File: config.mk
export PLATFORM = sky130hd
export DESIGN_NAME = matrix_result_serializer
export DESIGN_NICKNAME = d
export VERILOG_FILES = /design/src/rtl/matrix_result_serializer.sv
export SDC_FILE = /design/constraint.sdc
export NUM_CORES = 1
export LEC_CHECK = 0
export BUFFER_PORTS_ARGS = -buffer_cell sky130_fd_sc_hd__buf_2
export CORE_UTILIZATION = 48
export DETAILED_ROUTE_END_ITERATION = 10
export HOLD_SLACK_MARGIN = 0.03
export PLACE_DENSITY_LB_ADDON = 0.1
export RECOVER_POWER = 100
export SYNTH_ARGS = -nofsm -noshare
export SYNTH_HDL_FRONTEND = slang
export SYNTH_SLANG_ARGS = --single-unit
File: constraint.sdc
create_clock -name clk -period 11.75 [get_ports clk]
set_input_delay 0 -clock clk [delete_from_list [all_inputs] [get_ports clk]]
set_output_delay 0 -clock clk [all_outputs]
set_load 0.1 [all_outputs]
File: src/rtl/matrix_result_serializer.sv
// Captures the 3x3 multiplier result and cycle count on a rising done edge and
// streams them out as a header-prefixed, big-endian byte frame over valid/ready.
module matrix_result_serializer #(
    parameter int          N_ELEM      = 9,
    parameter int          DATA_W      = 16,
    parameter logic [7:0]  HDR_BYTE    = 8'hA5,
    parameter bit          SEND_CYCLES = 1'b1
) (
    input  logic              clk,
    input  logic              rst,
    input  logic              done,
    input  logic [DATA_W-1:0] c0,
    input  logic [DATA_W-1:0] c1,
    input  logic [DATA_W-1:0] c2,
    input  logic [DATA_W-1:0] c3,
    input  logic [DATA_W-1:0] c4,
    input  logic [DATA_W-1:0] c5,
    input  logic [DATA_W-1:0] c6,
    input  logic [DATA_W-1:0] c7,
    input  logic [DATA_W-1:0] c8,
    input  logic [DATA_W-1:0] cycle_count,
    output logic [7:0]        tx_data,
    output logic              tx_valid,
    input  logic              tx_ready,
    output logic              busy,
    output logic              frame_done
);

    localparam int         FRAME_LEN = 1 + 2 * N_ELEM + (SEND_CYCLES ? 2 : 0);
    localparam logic [4:0] LAST_IDX  = 5'(FRAME_LEN - 1);

    typedef enum logic [1:0] {IDLE, LOAD, SEND, FIN} state_t;

    state_t                     state_q, state_d;
    logic [4:0]                 idx_q, idx_d;
    logic [7:0]                 tx_data_q, tx_data_d;
    logic                       tx_valid_q, tx_valid_d;
    logic                       done_q;
    logic                       start;
    logic                       snap_en;
    logic [N_ELEM*DATA_W-1:0]   elems_q;
    logic [DATA_W-1:0]          cc_q;
    logic [7:0]                 nxt_byte;

    // Byte idx of the frame: header, then each element high byte first,
    // then optionally the cycle count.
    function automatic logic [7:0] frame_byte(input logic [4:0] idx,
                                              input logic [N_ELEM*DATA_W-1:0] elems,
                                              input logic [DATA_W-1:0] cc);
        int k;
        logic [DATA_W-1:0] w;
        k = int'(idx) - 1;
        w = cc;
        if (idx == 5'd0) begin
            return HDR_BYTE;
        end
        if (k < 2 * N_ELEM) begin
            w = elems[(k / 2) * DATA_W +: DATA_W];
        end else begin
            k = k - 2 * N_ELEM;
        end
        return k[0] ? w[7:0] : w[15:8];
    endfunction

    assign start    = done && !done_q && (state_q == IDLE);
    assign nxt_byte = frame_byte(idx_q + 5'd1, elems_q, cc_q);

    always_comb begin
        state_d    = state_q;
        idx_d      = idx_q;
        tx_data_d  = tx_data_q;
        tx_valid_d = tx_valid_q;
        snap_en    = 1'b0;
        case (state_q)
            IDLE: begin
                if (start) begin
                    state_d = LOAD;
                    snap_en = 1'b1;
                end
            end
            LOAD: begin
                state_d    = SEND;
                idx_d      = 5'd0;
                tx_data_d  = HDR_BYTE;
                tx_valid_d = 1'b1;
            end
            SEND: begin
                if (tx_valid_q && tx_ready) begin
                    if (idx_q == LAST_IDX) begin
                        state_d    = FIN;
                        idx_d      = 5'd0;
                        tx_data_d  = 8'd0;
                        tx_valid_d = 1'b0;
                    end else begin
                        idx_d     = idx_q + 5'd1;
                        tx_data_d = nxt_byte;
                    end
                end
            end
            FIN: begin
                state_d = IDLE;
            end
            default: begin
                state_d = IDLE;
            end
        endcase
    end

    always_ff @(posedge clk) begin
        if (rst) begin
            state_q    <= IDLE;
            idx_q      <= 5'd0;
            tx_data_q  <= 8'd0;
            tx_valid_q <= 1'b0;
            done_q     <= 1'b0;
        end else begin
            state_q    <= state_d;
            idx_q      <= idx_d;
            tx_data_q  <= tx_data_d;
            tx_valid_q <= tx_valid_d;
            done_q     <= done;
        end
    end

    // Snapshot is pure data; it is only meaningful once a frame has started.
    always_ff @(posedge clk) begin
        if (snap_en) begin
            elems_q <= {c8, c7, c6, c5, c4, c3, c2, c1, c0};
            cc_q    <= cycle_count;
        end
    end

    assign tx_data    = tx_data_q;
    assign tx_valid   = tx_valid_q;
    assign busy       = (state_q == LOAD) || (state_q == SEND);
    assign frame_done = (state_q == FIN);

endmodule

==> results.py, run 1 <==
metrics = {
    "run_status": {
        "status": "stopped before the end",
        "lastStage": "clock tree synthesis",
        "firstError": "[ERROR RSZ-0060] Max buffer count reached.",
    },
    "synth": {
        "synth_edf_count": 160,
        "syn_nets": 601,
        "synth-compound-area-share": 0.0634,
        "synth_area_leaders": "edfxtp_1 65%, mux4_2 9.8%, dfxtp_1 4.6%",
        "synth_fa_ha_area_frac": 0.0119,
        "synth_simple_gate_area_frac": 0.0541,
        "synth_common_cells": "160 x edfxtp_1, 32 x mux4_2, 27 x mux2i_1",
        "synth_largest_area_cell": "edfxtp_1",
        "synth-async-reset-ratio": 0,
        "syn_area_um2": 7380,
        "seq_area_frac_synth": 0.698,
        "synth_top_family_by_area": "multiplexers",
        "yosysWarnings": 0,
        "syn_avg_cell_area_um2": 17.2,
        "synthFlopType": "edfxtp_1",
        "synth_top_area_frac": 0.651,
        "synth_xor_xnor_area_share": 0.00611,
        "synth.mux.area_fraction": 0.151,
        "synthCells": 430,
        "yosysMostFrequentCell": "edfxtp_1",
        "synth_seq_cells": 177,
        "ys_types": 54,
    },
    "floorplan": {
        "fp.dieW_um": 126,
        "die_h_um": 126,
        "start_util": 0.500,
        "ios": 175,
        "num_rows": 44,
    },
    "cts": {
        "cts_buffers": 17,
        "cts_setup_buffers": 0,
        "cts_resized": 0,
        "htree_levels": 4,
        "clockBufferDepth": 2,
        "clock-root-buffer": "clkbuf_16",
        "clock-sinks": 177,
        "hold_buffers": 162,
    },
    "place": {
        "place.detailed.hpwl_um": 10800,
        "pre_cts_slack_ns": 7.34,
        "finalWeightedCongestion": 0.826,
        "io_buffer_count": 174,
    },
}
cell families after synthesis:
| group | after synthesis |
|---|---|
| buffers and inverters | 28 |
| flip-flops | 177 |
| XOR/XNOR | 3 |
| multiplexers | 70 |
| AND/OR/NAND/NOR | 81 |
| adder cells (fa/ha/maj) | 7 |
| AO/OA/AOI/OAI | 64 |
through the flow:
stage	util	cells	cell area (µm²)
after detailed placement	0.572	773	8440
after global placement	0.572	773	8440
after floorplan	-	430	7380
==> run 2: changes to the inputs <==
Settings changed: CORE_UTILIZATION 48 to 40, HOLD_SLACK_MARGIN 0.03 to not set, PLACE_DENSITY_LB_ADDON 0.1 to 0.15.
Clock period 11.75 ns to 15.3 ns, I/O delays scaled along.
==> run 2 against run 1 <==
- the flow now finishes, with violations (max-capacitance violations, max-slew violations)
- synthesized cell count stayed put
- area after synthesis stayed put
==> results.py, run 2 <==
metrics = {
    "timing": {
        "worstMarginPinSlew_ns": 4.70,
        "period_needed_ns": 4.87,
        "setup_viol": 0,
        "rsz0062_at_grt": "no",
        "fin_setup_tns_ns": 0,
        "slew_headroom": -2.13,
        "finalCritPeriodShare": 0.318,
        "timing.fmax_mhz": 205,
        "hold_slack_ns": 0.270,
        "hold_viol_final": 0,
        "slew_violations": 197,
        "fin_skew_ns": 0.0157,
    },
    "synth": {
        "syn_area_um2": 7380,
        "yosysWarnings": 0,
        "synth_largest_area_cell": "edfxtp_1",
        "synth_area_leaders": "edfxtp_1 65%, mux4_2 9.8%, dfxtp_1 4.6%",
        "seq_area_frac_synth": 0.698,
        "ys_types": 54,
        "synthCells": 430,
        "synth-async-reset-ratio": 0,
        "yosysMostFrequentCell": "edfxtp_1",
        "synth_seq_cells": 177,
        "synth_common_cells": "160 x edfxtp_1, 32 x mux4_2, 27 x mux2i_1",
        "syn_nets": 601,
        "synth_top_area_frac": 0.651,
        "synth_edf_count": 160,
        "synthFlopType": "edfxtp_1",
        "syn_avg_cell_area_um2": 17.2,
    },
    "floorplan": {
        "num_rows": 49,
        "ios": 175,
        "start_util": 0.409,
        "core_area_um2": 18000,
        "die_h_um": 138,
        "die-area_um2": 19000,
        "fp.dieW_um": 138,
    },
    "final_layout": {
        "largest_reg_flops": 144,
        "n_antenna_cell": 0,
        "syn2layout_area_growth_pct": 45.0,
        "final_common_cell": "dlygate4sd3_1",
        "drive_gt1_frac": 0.281,
        "finalNetCount": 942,
        "fin_cells": 1013,
        "mostFrequentLayoutCells": "164 x dlygate4sd3_1, 160 x edfxtp_1, 141 x buf_2, 33 x clkbuf_1, 32 x mux4_2",
        "largest_register": "elems_q",
    },
    "worst_setup_path": {
        "crit_path_max_fanout": 34,
        "required_ns": 15.60,
        "critPathMaxStageDelay_ns": 1.22,
        "cp_num_buf_inv": 2,
        "worstRegToRegCells": 15,
        "cp-startpoint": "idx_q[0]",
        "critical-path-top-delay-family": "adder cells",
        "cp.arrival_ns": 5.17,
        "crit_chain": "buf_4 -> ha_1 -> a21bo_1 -> mux2i_1 -> a21oi_1 -> inv_1 -> ha_1 -> ha_1 -> nor2_1 -> nand2_1 -> nor4_1 -> mux2i_1 -> nor2b_1 -> nor4_1 -> o31ai_1",
        "reg2reg_to": "tx_data[6]",
        "r2r_slack_ns": 10.43,
        "timing.rr.start": "idx_q[0]",
        "crit_type": "flip-flop to flip-flop",
        "slowest_stage": "ha_1",
        "endpoint_kind": "flip-flop",
        "crit_top_cell": "ha_1",
        "cp-start-kind": "flip-flop",
    },
    "power_and_ir_drop": {
        "fin_total_pwr_uw": 1400,
        "max-vdd-ir-drop_mv": 0.113,
        "p_leak_uw": 0.00389,
        "power.density_nw_per_um2": 131,
    },
    "global_route": {
        "grtUsageTotal": 0.199,
        "grt_max_degree": 92,
        "grt_pass1_wl_um": 27600,
        "grt_pass1_vias": 5361,
        "grt_overflow": 0,
        "antenna_found_initial": 0,
    },
    "cts": {
        "htree_levels": 4,
        "cts_setup_buffers": 0,
        "clock-root-buffer": "clkbuf_16",
        "clockBufferDepth": 2,
        "tritoncts": "yes",
        "clk_pin_slew_worst_paths_ns": 0.08,
        "clk_latency_ns": 0.43,
        "clock-sinks": 177,
        "cts_buffers": 17,
    },
    "detailed_routing": {
        "drt-total-wl_um": 17900,
        "drt_pass1_iterations": 4,
        "routed-via-count": 5067,
        "antenna_left": 0,
        "drc": 0,
        "wl_per_cell_um": 17.7,
        "drt_iter0_drc": 239,
        "drt-vias-per-instance": 5.00,
    },
    "min_path": {
        "holdPathEnd": "elems_q[16]",
        "hp-start": "c1[0]",
        "min_path_cells": 2,
        "min_path_type": "input pin to flip-flop",
    },
    "place": {
        "dpl.cell_count": 817,
        "place.detailed.hpwl_um": 11200,
        "io_buffer_count": 174,
        "finalWeightedCongestion": 0.802,
    },
    "job": {
        "drv_cap": 3,
    },
    "run_status": {
        "status": "finished, violations left",
        "violations": "max-capacitance violations, max-slew violations",
    },
}
==> run 2: per-stage QoR <==
step | cell area [µm²] | setup WS (ns) | utilization
detailed placement | 8490 | 11.06 | 0.471
global route | 10700 | 9.97 | 0.594
finish | 10700 | 10.43 | 0.594
CTS | 10800 | 11.05 | 0.597
floorplan | 7380 | 2.38 | -
global placement | 8490 | 11.24 | 0.471
==> run 2: kinds of logic (layout without fill, tap and decap cells) <==
| kind of cell | Yosys count | count (layout) | share of synthesized area |
|---|---|---|---|
| compound gates | 64 | 64 | 0.0634 |
| mux | 70 | 70 | 0.151 |
| buf+inv | 28 | 382 | 0.0154 |
| xor+xnor | 3 | 3 | 0.00611 |
| fa+ha+maj | 7 | 7 | 0.0119 |
| flops | 177 | 177 | 0.698 |
| simple gates | 81 | 81 | 0.0541 |
==> run 2: metal layers <==
layer,vias up,global-route usage,wire (µm)
met5,-,0,0
met4,0,0.0713,212
met3,14,0.0467,818
met2,149,0.345,9390
met1,2489,0.242,7460
li1,2415,-,-
==> run 2: cell type report <==
type | count | area [µm²]
Timing Repair Buffer | 342 | 2490
Clock inverter | 15 | 203
Sequential cell | 177 | 5140
Clock buffer | 17 | 425
Fill cell | 1411 | 7330
Multi-Input combinational cell | 225 | 2110
Inverter | 8 | 30.0
Tap cell | 229 | 287
==> run 2: worst max path at each step <==
stage / to / slack (ns) / cells past startpoint
3_3_place_gp: tx_data[6] / 11.24 / 15
4_1_cts: tx_data[6] / 11.05 / 15
6_report: tx_data[6] / 10.43 / 15
5_1_grt: tx_data[3] / 9.97 / 15
2_1_floorplan: cc_q[0] / 2.38 / 3
3_5_place_dp: tx_data[6] / 11.06 / 15
==> run 2: where the power goes <==
group	total [µW]	internal [µW]	switching, µW
combinational	269	99.3	170
sequential	688	662	26.4
clock	440	225	215
==> run 2: repair_timing <==
item	4_1_cts	5_1_grt
hold buffers	164	0
resized for setup	0	0
endpoints found under the hold margin	169	0
(Power assumes the default switching activity.)
==> run 3: changes to the inputs <==
Clock period 15.3 ns to 4.95 ns, I/O delays scaled along.
==> run 3 against run 2 <==
- the run still ends with max-capacitance violations, max-slew violations left
- sequential share of layout area fell by 0.18 points
- setup slack got worse by 9.8 ns
- via count shrank 0.73%
- critical path depth down 11
- clock power rose to 3.3 times the previous value
- largest cell class unchanged
- largest power group unchanged
==> results.py, run 3 (same netlist as run 2, synthesis figures left out) <==
metrics = {
    "worst_setup_path": {
        "crit_path_max_fanout": 93,
        "endpoint_kind": "flip-flop",
        "crit_chain": "inv_1 -> ha_1 -> nor3b_1 -> clkbuf_4",
        "critPathMaxStageDelay_ns": 1.94,
        "slowest_stage": "nor3b_1",
        "required_ns": 4.99,
        "cp-start-kind": "flip-flop",
        "crit_type": "flip-flop to flip-flop",
        "cp.arrival_ns": 4.34,
    },
    "floorplan": {
        "num_rows": 49,
        "fp.dieW_um": 138,
        "start_util": 0.409,
        "core_area_um2": 18000,
        "die_h_um": 138,
        "ios": 175,
        "die-area_um2": 19000,
    },
    "power_and_ir_drop": {
        "switching_share": 0.272,
        "power.share.combinational": 0.192,
        "p_leak_uw": 0.00391,
        "power.density_nw_per_um2": 406,
        "pwr-share-clk": 0.329,
        "max-vdd-ir-drop_mv": 0.281,
        "fin_total_pwr_uw": 4360,
        "internal-power_uw": 3180,
        "power_frac_seq": 0.479,
        "p_switching_uw": 1190,
    },
    "place": {
        "io_buffer_count": 174,
        "place.detailed.hpwl_um": 11300,
        "pre_cts_slack_ns": 0.724,
        "finalWeightedCongestion": 0.857,
    },
    "global_route": {
        "grt_pass1_vias": 5224,
        "grt_pass1_wl_um": 26500,
        "antenna_found_initial": 1,
        "grt_max_degree": 94,
        "grt_overflow": 0,
        "grtUsageTotal": 0.193,
    },
    "final_layout": {
        "mostFrequentLayoutCells": "164 x dlygate4sd3_1, 160 x edfxtp_1, 140 x buf_2, 33 x clkbuf_1, 32 x mux4_2",
        "nFillCells": 1411,
        "largest_register": "elems_q",
        "largest_reg_flops": 144,
        "layout.area.seq_um2": 5150,
        "multi_input_area_um2": 2120,
        "final_common_cell": "dlygate4sd3_1",
        "syn2layout_area_growth_pct": 45.6,
        "drive_gt1_frac": 0.288,
        "finalNetCount": 944,
    },
    "timing": {
        "worstMarginPinSlew_ns": 2.53,
        "fin_setup_tns_ns": 0,
        "timing.fmax_mhz": 232,
        "setup_ws_ns": 0.642,
        "fin_skew_ns": 0.00814,
        "hold_slack_ns": 0.272,
        "period_needed_ns": 4.31,
        "rsz0062_at_grt": "no",
        "slew_violations": 18,
        "hold_viol_final": 0,
        "slew_headroom": -0.688,
        "setup_viol": 0,
        "finalCritPeriodShare": 0.870,
    },
    "cts": {
        "clk_pin_slew_worst_paths_ns": 0.07,
        "clockBufferDepth": 2,
        "clk_latency_ns": 0.43,
        "htree_levels": 4,
        "clock-root-buffer": "clkbuf_16",
        "clock-sinks": 177,
        "cts_setup_buffers": 0,
        "cts_buffers": 17,
        "tritoncts": "yes",
    },
    "detailed_routing": {
        "drc": 0,
        "antenna_left": 0,
        "drt_iter0_drc": 290,
        "drt_pass1_iterations": 4,
        "drt-vias-per-instance": 4.95,
        "routed-via-count": 5030,
        "drt-total-wl_um": 17600,
        "wl_per_cell_um": 17.3,
    },
    "run_status": {
        "violations": "max-capacitance violations, max-slew violations",
        "status": "finished, violations left",
    },
    "min_path": {
        "min_path_type": "input pin to flip-flop",
    },
    "job": {
        "drv_cap": 1,
    },
}
## run 3: cell count changes in the layout (fill, tap and decap cells not counted), moves of 2 or more
cell | previous run | this run
clkinv_4 | 0 | 4
inv_12 | 2 | 0
clkinv_2 | 0 | 2
clkbuf_2 | 1 | 3
inv_6 | 3 | 1
clkinv_8 | 7 | 0
bufinv_16 | 0 | 4
## run 3: layout make-up
class,instances,share of cell area
sequential,177,0.479
clock inverter,15,0.0193
tap,229,0.0267
multi-input combinational,225,0.197
timing repair buffer,344,0.235
antenna,1,0.000233
inverter,8,0.00280
clock buffer,17,0.0396
## run 3: per-stage QoR
step                      instances  instance area [µm²]   util
after floorplan                 430                 7400      -
after global placement          819                 8550  0.474
after detailed placement        819                 8550  0.474
after CTS                      1015                10800  0.601
after global routing           1016                10700  0.596
final                          1016                10700  0.596
## run 3: path summary, 6_finish.rpt
check	startpoint	to	slack, ns	depth (start not counted)
setup / recovery	state_q[0]	elems_q[130]	0.64	4
hold / removal	c2[2]	elems_q[34]	0.27	2
setup reg to reg	state_q[0]	elems_q[130]	0.64	4
hold reg to reg	tx_valid	tx_valid	0.51	2
## run 3: worst max-delay path, delay by kind of cell, from the launching register on
family                     cells  cell delay (ns)
and+or+nand+nor                1             1.94
buffers and inverters          2             1.42
DFF                            1             0.31
adders and majority gates      1             0.19
## run 3: power groups by stage
stage / Combinational, µW / Sequential, µW / Clock, µW
detailed placement: 784 / 2120 / 0
global placement: 771 / 2110 / 0
global route: 906 / 2120 / 1520
floorplan: 460 / 2230 / 0
finish: 837 / 2090 / 1430
CTS: 884 / 2090 / 1460
## run 3: timing repair
action / in CTS / in global routing
hold buffers: 164 / 0
resized for setup: 0 / 0
hold endpoints to repair: 169 / 0
## run 3: layer usage
| layer | up-vias | wire length (µm) | track usage |
|---|---|---|---|
| li1 | 2416 | - | - |
| met1 | 2442 | 7540 | 0.245 |
| met2 | 152 | 8880 | 0.323 |
| met3 | 20 | 890 | 0.0438 |
| met4 | 0 | 299 | 0.0682 |
| met5 | - | 0 | 0 |
==> run 4: changes to the inputs <==
Settings changed: ABC_AREA set to 1.
==> run 4 against run 3 <==
- the run still ends with max-capacitance violations, max-slew violations left
- die area increased by 2.5%
- setup slack worse by 0.19 ns
- non-clock buffer count is the same
- flip-flop and latch count stayed put
- combinational power increased by 70%
- critical path depth is 17 higher
- clock skew rose by 0.0085 ns
- worst hold slack got worse by 0.24 ns
- final cell count increased by 21%
- design area grew 0.66%
- routed wire length rose by 18%
- clock power about the same
- largest cell class unchanged
- largest power group unchanged
==> results.py, run 4 <==
metrics = {
    "cts": {
        "clk_pin_slew_worst_paths_ns": 0.06,
        "tritoncts": "yes",
        "clockBufferDepth": 2,
        "cts_setup_buffers": 0,
        "htree_levels": 4,
        "clock-root-buffer": "clkbuf_16",
        "clk_latency_ns": 0.45,
        "cts_buffers": 17,
        "cts_resized": 0,
        "clock-sinks": 177,
    },
    "synth": {
        "synth_seq_cells": 177,
        "synthCells": 654,
        "ys_types": 37,
        "synthFlopType": "edfxtp_1",
        "synth_common_cells": "199 x nand2_1, 160 x edfxtp_1, 51 x nand3_1",
        "yosysMostFrequentCell": "nand2_1",
        "syn_area_um2": 7570,
        "synth_edf_count": 160,
        "seq_area_frac_synth": 0.680,
        "yosysWarnings": 0,
        "synth_top_area_frac": 0.635,
        "syn_nets": 825,
        "syn_avg_cell_area_um2": 11.6,
        "synth_largest_area_cell": "edfxtp_1",
        "synth_area_leaders": "edfxtp_1 64%, nand2_1 9.9%, dfxtp_1 4.5%",
        "synth-async-reset-ratio": 0,
    },
    "global_route": {
        "grtUsageTotal": 0.222,
        "antenna_found_initial": 0,
        "grt_pass1_wl_um": 32400,
        "grt_max_degree": 94,
        "grt_overflow": 0,
        "grt_pass1_vias": 6365,
    },
    "detailed_routing": {
        "antenna_left": 0,
        "wl_per_cell_um": 16.9,
        "drt_iter0_drc": 451,
        "drt-vias-per-instance": 5.00,
        "routed-via-count": 6159,
        "drc": 0,
        "drt-total-wl_um": 20800,
        "drt_pass1_iterations": 5,
    },
    "place": {
        "postPlaceCellArea_um2": 8640,
        "dpl.cell_count": 1036,
        "io_buffer_count": 174,
        "place.detailed.hpwl_um": 13400,
        "finalWeightedCongestion": 0.822,
    },
    "power_and_ir_drop": {
        "power_frac_seq": 0.424,
        "power.share.combinational": 0.285,
        "p_leak_uw": 0.00434,
        "switching_share": 0.350,
        "power.density_nw_per_um2": 462,
        "max-vdd-ir-drop_mv": 0.226,
        "p_switching_uw": 1750,
        "pwr-share-clk": 0.290,
        "internal-power_uw": 3250,
    },
    "worst_setup_path": {
        "cp.arrival_ns": 4.79,
        "required_ns": 5.24,
        "crit_path_max_fanout": 27,
        "cp-start-kind": "flip-flop",
        "crit_type": "flip-flop to flip-flop",
        "endpoint_kind": "flip-flop",
    },
    "final_layout": {
        "drive_gt1_frac": 0.200,
        "nFillCells": 1503,
        "final_common_cell": "nand2_1",
        "syn2layout_area_growth_pct": 42.9,
        "mostFrequentLayoutCells": "200 x nand2_1, 163 x dlygate4sd3_1, 160 x edfxtp_1, 123 x buf_2",
        "final_area_um2": 10800,
        "fin_cells": 1231,
        "finalNetCount": 1160,
        "largest_register": "elems_q",
        "n_antenna_cell": 0,
        "largest_reg_flops": 144,
    },
    "floorplan": {
        "start_util": 0.414,
        "die_h_um": 140,
        "num_rows": 49,
        "fp.dieW_um": 140,
        "die-area_um2": 19500,
        "ios": 175,
        "core_area_um2": 18300,
    },
    "timing": {
        "slew_violations": 162,
        "setup_viol": 0,
        "slew_headroom": -1.32,
        "worstMarginPinSlew_ns": 3.48,
        "rsz0062_at_grt": "no",
        "finalCritPeriodShare": 0.908,
        "period_needed_ns": 4.50,
        "fin_setup_tns_ns": 0,
        "hold_viol_final": 0,
        "fin_skew_ns": 0.0166,
        "timing.fmax_mhz": 222,
    },
    "run_status": {
        "violations": "max-capacitance violations, max-slew violations",
        "status": "finished, violations left",
    },
    "job": {
        "drv_cap": 2,
    },
    "min_path": {
        "min_path_type": "input pin to flip-flop",
    },
}
run 4: cell count changes in the layout (fill, tap and decap cells not counted), moves of 16 or more:
cell,before,now
mux4_2,32,0
buf_2,140,123
mux2i_1,27,0
o22ai_1,0,16
a21oi_1,11,30
clkbuf_1,33,51
inv_1,7,27
nand2_1,19,200
nand3_1,5,51
run 4: area by class of cell:
type	instances	area, µm²	area share
clock buffer	17	425	0.0393
clock inverter	15	215	0.0199
inverter	34	128	0.0118
multi-input combinational	415	2130	0.197
sequential	177	5140	0.476
tap	229	287	0.0265
timing repair buffer	344	2490	0.230
run 4: logic make-up after synthesis:
logic type / synth area share
buffers and inverters: 0.0380
xor gates and xnor gates: 0.00331
adders and majority gates: 0.0116
AOI/OAI and AO/OA: 0.0774
and+or+nand+nor: 0.190
DFF: 0.680
run 4: power groups by stage:
stage               clock network (µW)  registers, µW  logic [µW]
floorplan                            0           2260         839
global placement                     0           2120        1330
detailed placement                   0           2120        1360
CTS                               1480           2090        1460
global route                      1520           2150        1560
finish                            1450           2120        1420
run 4: metrics by stage:
| stage | utilization | hold WS, ns | setup slack (ns) | power [µW] |
|---|---|---|---|---|
| after global routing | 0.592 | 0.0485 | 0.0331 | 5230 |
| final | 0.592 | 0.0303 | 0.453 | 5000 |
| after floorplan | - | 0.0691 | 1.47 | 3100 |
| after detailed placement | 0.473 | 0.178 | 0.422 | 3480 |
| after CTS | 0.597 | 0.0135 | 0.384 | 5030 |
| after global placement | 0.473 | 0.177 | 0.562 | 3450 |
run 4: per-layer routing:
| layer | GRT usage | up-vias | wire length [µm] |
|---|---|---|---|
| met5 | 0 | - | 0 |
| met4 | 0.109 | 0 | 585 |
| met3 | 0.0468 | 39 | 1280 |
| met2 | 0.379 | 271 | 10400 |
| met1 | 0.268 | 2883 | 8540 |
| li1 | - | 2966 | - |
run 4: timing repair:
action | 4_1_cts | 5_1_grt
endpoints found under the setup margin | 0 | 0
hold buffers | 163 | 0
hold endpoints to repair | 172 | 0
run 4: final timing paths:
path              cells past startpoint  startpoint    endpoint  slack [ns]
setup / recovery                     21    idx_q[0]  tx_data[1]        0.45
setup reg to reg                     21    idx_q[0]  tx_data[1]        0.45
hold / removal                        6    tx_ready    tx_valid        0.03
hold reg to reg                       2  tx_data[4]  tx_data[4]        0.49
run 4: worst max-delay path, cell delays in order (launching register included):
cell and delay (ns):
dfxtp_1 0.73, clkinv_1 0.21, ha_1 0.35, inv_1 0.08
nand2_1 0.08, a21oi_2 0.18, nand2_4 0.10, nor2_4 0.15
ha_1 0.19, ha_1 0.33, inv_2 0.42, nand2_1 0.51
o22ai_1 0.33, a21oi_1 0.09, nand3_1 0.08, nand3_1 0.08
nand3_1 0.09, nand2_1 0.07, nand2_1 0.06, nand2_1 0.05
nand2_1 0.09, a21oi_2 0.06
